`config.mk`:
```
export PLATFORM = sky130hd
export DESIGN_NAME = ccc_lock_reset_seq
export DESIGN_NICKNAME = d
export VERILOG_FILES = /design/src/rtl/ccc_reset_pkg.sv /design/src/rtl/ccc_sync_cell.sv /design/src/rtl/ccc_lock_reset_seq.sv
export SDC_FILE = /design/constraint.sdc
export NUM_CORES = 1
export LEC_CHECK = 0
export BUFFER_PORTS_ARGS = -buffer_cell sky130_fd_sc_hd__clkbuf_2
export CAP_MARGIN = 30
export CORE_ASPECT_RATIO = 1.25
export CORE_MARGIN = 1
export CORE_UTILIZATION = 45
export DETAILED_ROUTE_END_ITERATION = 16
export SLEW_MARGIN = 40
export SYNTH_ARGS = -nofsm -noshare
export SYNTH_HDL_FRONTEND = slang
export SYNTH_SLANG_ARGS = --single-unit
export TNS_END_PERCENT = 1
```
`constraint.sdc`:
```
create_clock -name i_clk -period 2.3 [get_ports i_clk]
set_clock_uncertainty 0.15 [all_clocks]
set_input_delay 0.575 -clock i_clk [delete_from_list [all_inputs] [get_ports i_clk]]
set_output_delay 0.575 -clock i_clk [all_outputs]
set_load 0.05 [all_outputs]
```
`src/rtl/ccc_reset_pkg.sv`:
```
// Shared types and constants for the CCC lock-qualified reset sequencer.
package ccc_reset_pkg;

  typedef enum logic [2:0] {
    ST_RESET       = 3'd0,
    ST_WAIT_LOCK   = 3'd1,
    ST_LOCK_FILTER = 3'd2,
    ST_FABRIC_HOLD = 3'd3,
    ST_CORE_HOLD   = 3'd4,
    ST_RUN         = 3'd5,
    ST_SW_RESET    = 3'd6
  } state_t;

  localparam int LOCK_LOSS_MAX = 255;

  // Fabric peripherals stay in reset until lock has been qualified and held.
  function automatic logic fabricInReset(input state_t s);
    return (s == ST_RESET) || (s == ST_WAIT_LOCK) ||
           (s == ST_LOCK_FILTER) || (s == ST_FABRIC_HOLD);
  endfunction

  // Losing lock once the fabric hold has started is a counted event.
  function automatic logic lockLossCounted(input state_t s);
    return (s == ST_FABRIC_HOLD) || (s == ST_CORE_HOLD) ||
           (s == ST_RUN) || (s == ST_SW_RESET);
  endfunction

endpackage

```
`src/rtl/ccc_sync_cell.sv`:
```
// Multi-flop synchronizer bringing an asynchronous level into the GL0 domain.
module ccc_sync_cell #(
  parameter int SYNC_STAGES = 2
) (
  input  logic i_clk,
  input  logic i_rst,
  input  logic i_async,
  output logic o_sync
);

  logic [SYNC_STAGES-1:0] r_chain;

  // Shift the raw input through the chain; the oldest stage is the safe copy.
  always_ff @(posedge i_clk or posedge i_rst) begin
    if (i_rst) begin
      r_chain <= '0;
    end else begin
      r_chain <= {r_chain[SYNC_STAGES-2:0], i_async};
    end
  end

  assign o_sync = r_chain[SYNC_STAGES-1];

endmodule

```
`src/rtl/ccc_lock_reset_seq.sv`:
```
// Reset sequencer: releases fabric then core reset once PLL lock is stable,
// falls back to waiting for lock on any loss, and offers a core-only pulse.
module ccc_lock_reset_seq
  import ccc_reset_pkg::*;
#(
  parameter int SYNC_STAGES        = 2,
  parameter int LOCK_STABLE_CYCLES = 1024,
  parameter int FABRIC_HOLD_CYCLES = 16,
  parameter int CORE_DELAY_CYCLES  = 64,
  parameter int SW_RESET_CYCLES    = 32,
  parameter int CNT_W              = 16
) (
  input  logic       i_clk,
  input  logic       i_rst,
  input  logic       i_pll_lock,
  input  logic       i_init_done,
  input  logic       i_sw_reset_req,
  output logic       o_fabric_reset,
  output logic       o_core_reset,
  output logic       o_ready,
  output logic [7:0] o_lock_loss_cnt,
  output logic [2:0] o_state
);

  localparam logic [CNT_W-1:0] LOCK_LAST   = CNT_W'(LOCK_STABLE_CYCLES - 1);
  localparam logic [CNT_W-1:0] FABRIC_LAST = CNT_W'(FABRIC_HOLD_CYCLES - 1);
  localparam logic [CNT_W-1:0] CORE_LAST   = CNT_W'(CORE_DELAY_CYCLES - 1);
  localparam logic [CNT_W-1:0] SW_LAST     = CNT_W'(SW_RESET_CYCLES - 1);
  localparam logic [7:0]       LOSS_SAT    = 8'(LOCK_LOSS_MAX);

  logic             w_lockS;
  logic             w_initS;
  state_t           r_state;
  state_t           w_next;
  logic             w_lossEvent;
  logic [CNT_W-1:0] r_timer;
  logic [7:0]       r_lossCnt;
  logic             r_fabricReset;
  logic             r_coreReset;
  logic             r_ready;

  ccc_sync_cell #(.SYNC_STAGES(SYNC_STAGES)) u_lockSync (
    .i_clk   (i_clk),
    .i_rst   (i_rst),
    .i_async (i_pll_lock),
    .o_sync  (w_lockS)
  );

  ccc_sync_cell #(.SYNC_STAGES(SYNC_STAGES)) u_initSync (
    .i_clk   (i_clk),
    .i_rst   (i_rst),
    .i_async (i_init_done),
    .o_sync  (w_initS)
  );

  // Next-state logic; lock loss is checked first so it beats timer expiry
  // and software requests landing in the same cycle.
  always_comb begin
    w_next      = r_state;
    w_lossEvent = 1'b0;
    case (r_state)
      ST_RESET: begin
        w_next = ST_WAIT_LOCK;
      end
      ST_WAIT_LOCK: begin
        if (w_lockS && w_initS) begin
          w_next = ST_LOCK_FILTER;
        end
      end
      ST_LOCK_FILTER: begin
        if (!w_lockS) begin
          w_next = ST_WAIT_LOCK;
        end else if (r_timer == LOCK_LAST) begin
          w_next = ST_FABRIC_HOLD;
        end
      end
      ST_FABRIC_HOLD: begin
        if (!w_lockS) begin
          w_next = ST_WAIT_LOCK;
        end else if (r_timer == FABRIC_LAST) begin
          w_next = ST_CORE_HOLD;
        end
      end
      ST_CORE_HOLD: begin
        if (!w_lockS) begin
          w_next = ST_WAIT_LOCK;
        end else if (r_timer == CORE_LAST) begin
          w_next = ST_RUN;
        end
      end
      ST_RUN: begin
        if (!w_lockS) begin
          w_next = ST_WAIT_LOCK;
        end else if (i_sw_reset_req) begin
          w_next = ST_SW_RESET;
        end
      end
      ST_SW_RESET: begin
        if (!w_lockS) begin
          w_next = ST_WAIT_LOCK;
        end else if (r_timer == SW_LAST) begin
          w_next = ST_RUN;
        end
      end
      default: begin
        w_next = ST_RESET;
      end
    endcase
    if (!w_lockS && lockLossCounted(r_state)) begin
      w_lossEvent = 1'b1;
    end
  end

  // State register; the timer restarts from zero on every state change.
  always_ff @(posedge i_clk or posedge i_rst) begin
    if (i_rst) begin
      r_state <= ST_RESET;
      r_timer <= '0;
    end else begin
      r_state <= w_next;
      if (w_next != r_state) begin
        r_timer <= '0;
      end else begin
        r_timer <= r_timer + CNT_W'(1);
      end
    end
  end

  // Saturating count of lock losses after qualification.
  always_ff @(posedge i_clk or posedge i_rst) begin
    if (i_rst) begin
      r_lossCnt <= '0;
    end else if (w_lossEvent && (r_lossCnt != LOSS_SAT)) begin
      r_lossCnt <= r_lossCnt + 8'd1;
    end
  end

  // Outputs decoded from next-state so they move on the same edge as STATE.
  always_ff @(posedge i_clk or posedge i_rst) begin
    if (i_rst) begin
      r_fabricReset <= 1'b1;
      r_coreReset   <= 1'b1;
      r_ready       <= 1'b0;
    end else begin
      r_fabricReset <= fabricInReset(w_next);
      r_coreReset   <= (w_next != ST_RUN);
      r_ready       <= (w_next == ST_RUN);
    end
  end

  assign o_fabric_reset  = r_fabricReset;
  assign o_core_reset    = r_coreReset;
  assign o_ready         = r_ready;
  assign o_lock_loss_cnt = r_lossCnt;
  assign o_state         = r_state;

endmodule

```
==> results of run 1 <==
cells by family (layout without fill, tap and decap cells):
| family | after synthesis | count (layout) | share of synthesized area |
|---|---|---|---|
| buffers and inverters | 14 | 37 | 0.0374 |
| and+or+nand+nor | 82 | 82 | 0.271 |
| adders and majority gates | 2 | 2 | 0.0141 |
| DFF | 34 | 34 | 0.482 |
| muxes | 3 | 3 | 0.0184 |
| AOI/OAI and AO/OA | 16 | 16 | 0.0735 |
| xor gates and xnor gates | 21 | 21 | 0.104 |
final timing paths:
kind                       depth (start not counted)                              end  slack [ns]
min                                                3   o_lock_loss_cnt[6]$_DFFE_PP0P_        0.20
min in group i_clk                                 0  u_lockSync.r_chain[1]$_DFF_PP0_        0.20
min reg2reg                                        0  u_lockSync.r_chain[1]$_DFF_PP0_        0.20
max reg2reg                                        6           o_core_reset$_DFF_PP1_        0.13
max                                                6           o_core_reset$_DFF_PP1_        0.13
max in group asynchronous                          3           o_core_reset$_DFF_PP1_        1.46
layout by cell type, fill, tap and decap left out, drive strengths merged, types with 2 or more instances in the layout:
master,Yosys,routed
xor2,8,8
a21oi,3,3
and3,5,5
inv,6,6
dfstp,2,2
dfrtp,32,32
nor3,18,18
buf,6,5
mux2,2,2
nand2,12,12
nor4,3,3
o21ai,4,4
nand3,5,5
xnor2,13,13
or3,2,2
nor2,11,11
nor3b,3,3
nor2b,5,5
clkbuf,2,26
nand4,11,11
ha,2,2
or2,2,2
cell type report:
| class | count | area, um2 |
|---|---|---|
| Clock buffer | 8 | 110 |
| Fill cell | 347 | 1750 |
| Inverter | 6 | 22.5 |
| Multi-Input combinational cell | 124 | 852 |
| Sequential cell | 34 | 853 |
| Tap cell | 54 | 67.6 |
| Timing Repair Buffer | 23 | 128 |
power breakdown:
group	leakage [uW]	internal (uW)	switching [uW]
clock network	0.0000575	302	206
logic	0.000357	116	254
registers	0.000446	654	88.1
total	0.000860	1070	548
metrics by stage:
step	worst slack, ns	hold WS, ns	cells
final	0.134	0.199	249
after global routing	0.0193	0.207	249
after CTS	0.142	0.201	249
after detailed placement	0.148	0.185	241
after global placement	0.209	0.184	241
after floorplan	0.0942	0.181	172
per-layer routing:
layer  track usage  wire length [um]
met5             0                 0
met2         0.323              1750
met4        0.0873                55
met1         0.231              1500
met3        0.0339                93
tightest hold or removal path, delay by kind of cell:
kind | cells | cell delay (ns)
buffers and inverters | 3 | 0.49
registers in the layout, indices dropped and copies added (netlist names):
signal              count
o_state                 3
u_initSync.r_chain      2
o_ready                 1
o_core_reset            1
o_lock_loss_cnt         8
o_fabric_reset          1
u_lockSync.r_chain      2
r_timer                16
what timing repair did:
action                     in CTS  in global routing
resized for setup               0                  1
setup endpoints to repair       0                  1
hold endpoints to repair        0                  0
hold buffers                    0                  0
==> run metrics, run 1 <==
Crit. End Element=flip-flop; startpoint of the worst setup timing path=r_timer[0]$_DFF_PP0_; Tightest Hold Check Type=in2async; pin count of the biggest net entering global routing=35; input/output buffers=18; EDFF count, synth=0; pwr/cell area=around 800 nW/um2; Synth Flop Type=dfrtp_1; syn avg cell area=10.3 um2; setup TNS=0 ns; total grt overflow=0; critical path buffer and inverter count=0; Worst R2R Start=r_timer[0]$_DFF_PP0_; core area=3780 um2; fraction of registers with async set or reset after synthesis=1.00; Rel. slew slack=0.699; Detailed Route WL=3400 um; layout cells sized above 1=0.215; outcome=finished, final reports clean; full die area=4190 um2; top post-synthesis cells by area=dfrtp_1 45%, xnor2_1 6.4%, nor3_1 5.1%; clock-pin slew on the worst setup and hold paths=0.07 ns; final net count=201; worst skew pair latency=0.28 ns; Die Height=72.1 um; Final Power=1620 uW; clk sinks=34; Max Cap Violations=0; unrepaired setup endpoints after global routing=false; sequential element share of the synthesized area=0.482; residual DRC count=0; Detail Route Antenna Nets=0; worst stage delay on the critical path=0.41 ns; setup violators final=0; Initial Util=0.468; period utilization=0.942; routed length per instance=13.7 um; 1st-pass router iterations=4; CP arrival=~2.2 ns; Leak=0.000860 uW; clock root cell=clkbuf_8; most common cell in the netlist=dfrtp_1; warnings from Yosys=0; top cell type's share of synthesized area=0.452; CP Data Required Time=between 2 and 2.5 ns; vias in the first global route=1318; post-synth top area cell=dfrtp_1; clock buffers created by TritonCTS=5; list of most frequent post-synthesis cells=32 x dfrtp_1, 18 x nor3_1, 13 x xnor2_1; Clock Path Buffers=2; Post-CTS Setup Inserts=0; Worst Tran Pin Value=0.452 ns; vias per inst=5.31; # diodes=0; Final Instance Area=2030 um2; peak supply drop=0.000976 V; FP Rows=25; io pins=19; Seq cells post-synth=34; Mapped Cells=172; starting DRC count in detailed routing=68; DP HPWL=2480 um; critical path class=reg2reg; Crit Path Max Fanout=5; fmax=about 460 MHz; Synthesized Nets=179; DR vias=1323; Synth Cell Area=1770 um2; H-tree depth=2; min Tclk post-route=2.17 ns; Critical Path, Cell by Cell=ha_1 -> and3_1 -> nand4_1 -> a311o_1 -> o311a_1 -> or3_1; cell family with the largest share of critical-path delay=simple AND/OR/NAND/NOR gates; CTS tree=built; Yosys cell types=41; Final Max Slew Viols=0; worst-path cell with the longest stage delay=a311o_1; area growth from synthesis to layout=14.8%; placed inst area=a little under 2000 um2; initial antenna violation count=0; All-Layer GR Usage=0.189; Placer Congestion=0.838; final core utilization=0.537; Worst Setup Start Kind=flip-flop; first-pass GRT wire length=5960 um; Die W=58.1 um; Final Hold Viols=0
Note: power is estimated with default switching activity, not from simulation.
==> run 2: changes to the inputs <==
--- a/config.mk
+++ b/config.mk
@@ -11,6 +11,7 @@
 export CORE_MARGIN = 1
 export CORE_UTILIZATION = 45
 export DETAILED_ROUTE_END_ITERATION = 16
+export REMOVE_ABC_BUFFERS = 1
 export SLEW_MARGIN = 40
 export SYNTH_ARGS = -nofsm -noshare
 export SYNTH_HDL_FRONTEND = slang
==> run metrics, run 2 (same netlist as run 1, synthesis figures left out) <==
clock root cell=clkbuf_8; routed length per instance=~14 um; setup violators final=0; Final Max Slew Viols=0; unrepaired setup endpoints after global routing=false; critical path class=reg2reg; Final Instance Area=approximately 2100 um2; CTS tree=built; clk sinks=34; input/output buffers=18; fin cells=253; H-tree depth=2; core area=3780 um2; All-Layer GR Usage=0.200; clock-pin slew on the worst setup and hold paths=0.07 ns; residual DRC count=0; vias per inst=5.46; Tightest Hold Check Type=in2async; Int Power=1080 uW; commonest non-fill, non-tap cell in the layout=dfrtp_1; total grt overflow=0; final net count=205; Clock Path Buffers=2; Worst R2R Start=r_timer[0]$_DFF_PP0_; post-cts hold buffer count=0; Detail Route Antenna Nets=0; initial antenna violation count=0; DP HPWL=2740 um; DR vias=between 1000 and 1500; placed inst area=between 1500 and 2000 um2; Detailed Route WL=3670 um; Rel. slew slack=0.670; flop2flop setup slack=0.12 ns; most frequent cells in the layout=32 x dfrtp_1, 18 x nor3_1, 18 x clkbuf_2; full die area=about 4200 um2; placed insts=245; pwr/cell area=slightly below 800 nW/um2; # diodes=0; layout cells sized above 1=0.231; Worst Tran Pin Value=0.495 ns; FILL cells=340; Die W=58.1 um; Initial Util=0.468; worst skew pair latency=0.29 ns; NetSw=556 uW; pin count of the biggest net entering global routing=19; io pins=19; clock power share=0.313; period utilization=0.949; combinational fraction of design power=0.240; Final Hold Viols=0; Die Height=roughly 72 um; CP arrival=2.25 ns; Reg power frac=0.446; first-pass GRT wire length=roughly 6400 um; reg2reg end=o_core_reset$_DFF_PP1_; FP Rows=25; Crit. End Element=flip-flop; final hold slack=0.00682 ns; Leak=0.000880 uW; outcome=finished, final reports clean; Worst Setup Start Kind=flip-flop; Crit Path Max Fanout=5; 1st-pass router iterations=4; min Tclk post-route=~2.2 ns; worst reg2reg path depth=6; max reg flops=16; area growth from synthesis to layout=16.5%; Placer Congestion=0.885; peak supply drop=0.000807 V; setup TNS=0 ns; clock buffers created by TritonCTS=5; fmax=458 MHz; starting DRC count in detailed routing=59; CP Data Required Time=2.36 ns; Largest Register=r_timer; sw frac=0.340; Max Cap Violations=0; vias in the first global route=about 1400
run 2: cell count changes in the layout (fill, tap and decap cells not counted), sizes merged:
cell	previous run	this run
buf	5	9
run 2: worst max-delay path, stage by stage, from the launching register on:
cell and delay [ns]:
dfrtp_1 0.39, ha_1 0.22, and3_1 0.27, nand4_1 0.12
o31a_1 0.25, o311a_1 0.32, or3_1 0.38
run 2: how the worst max path moves through the flow:
stage,endpoint,start,cells after the start
floorplan,r_timer[10]$_DFF_PP0_,o_state[2]$_DFF_PP0_,4
global placement,o_core_reset$_DFF_PP1_,r_timer[0]$_DFF_PP0_,6
global route,o_core_reset$_DFF_PP1_,r_timer[0]$_DFF_PP0_,6
detailed placement,o_core_reset$_DFF_PP1_,r_timer[0]$_DFF_PP0_,6
finish,o_core_reset$_DFF_PP1_,r_timer[0]$_DFF_PP0_,6
CTS,o_core_reset$_DFF_PP1_,r_timer[0]$_DFF_PP0_,6
run 2: final cells by class:
cell class,count,area [um2],share of cell area
inverters,6,22.5,0.0109
multi-input cells,124,852,0.413
clock buffers,8,110,0.0534
repair buffers,27,158,0.0764
flip-flops and latches,34,853,0.414
well taps,54,67.6,0.0327
run 2: routing by layer:
metal | share of wire | global-route usage
met1 | 0.42 | 0.243
met2 | 0.53 | 0.349
met3 | 0.035 | 0.0428
met4 | 0.015 | 0.0714
met5 | 0 | 0
run 2: repair_timing:
action | in CTS | in global routing
endpoints found under the setup margin | 0 | 1
resized for setup | 0 | 2
buffers inserted | 0 | 0
run 2: stage by stage:
step / setup WS [ns] / total power (uW) / util
2_1_floorplan: 0.0730 / 1020 / -
3_3_place_gp: 0.208 / 1120 / 0.516
3_5_place_dp: 0.107 / 1140 / 0.516
4_1_cts: 0.103 / 1650 / 0.545
5_1_grt: 0.000936 / 1710 / 0.545
6_report: 0.118 / 1640 / 0.545
run 2: power by group through the flow:
stage	combinational [uW]	sequential, uW	clock (uW)
floorplan	150	867	0
global placement	385	736	0
detailed placement	397	738	0
CTS	397	729	525
global route	427	739	549
finish	393	730	513
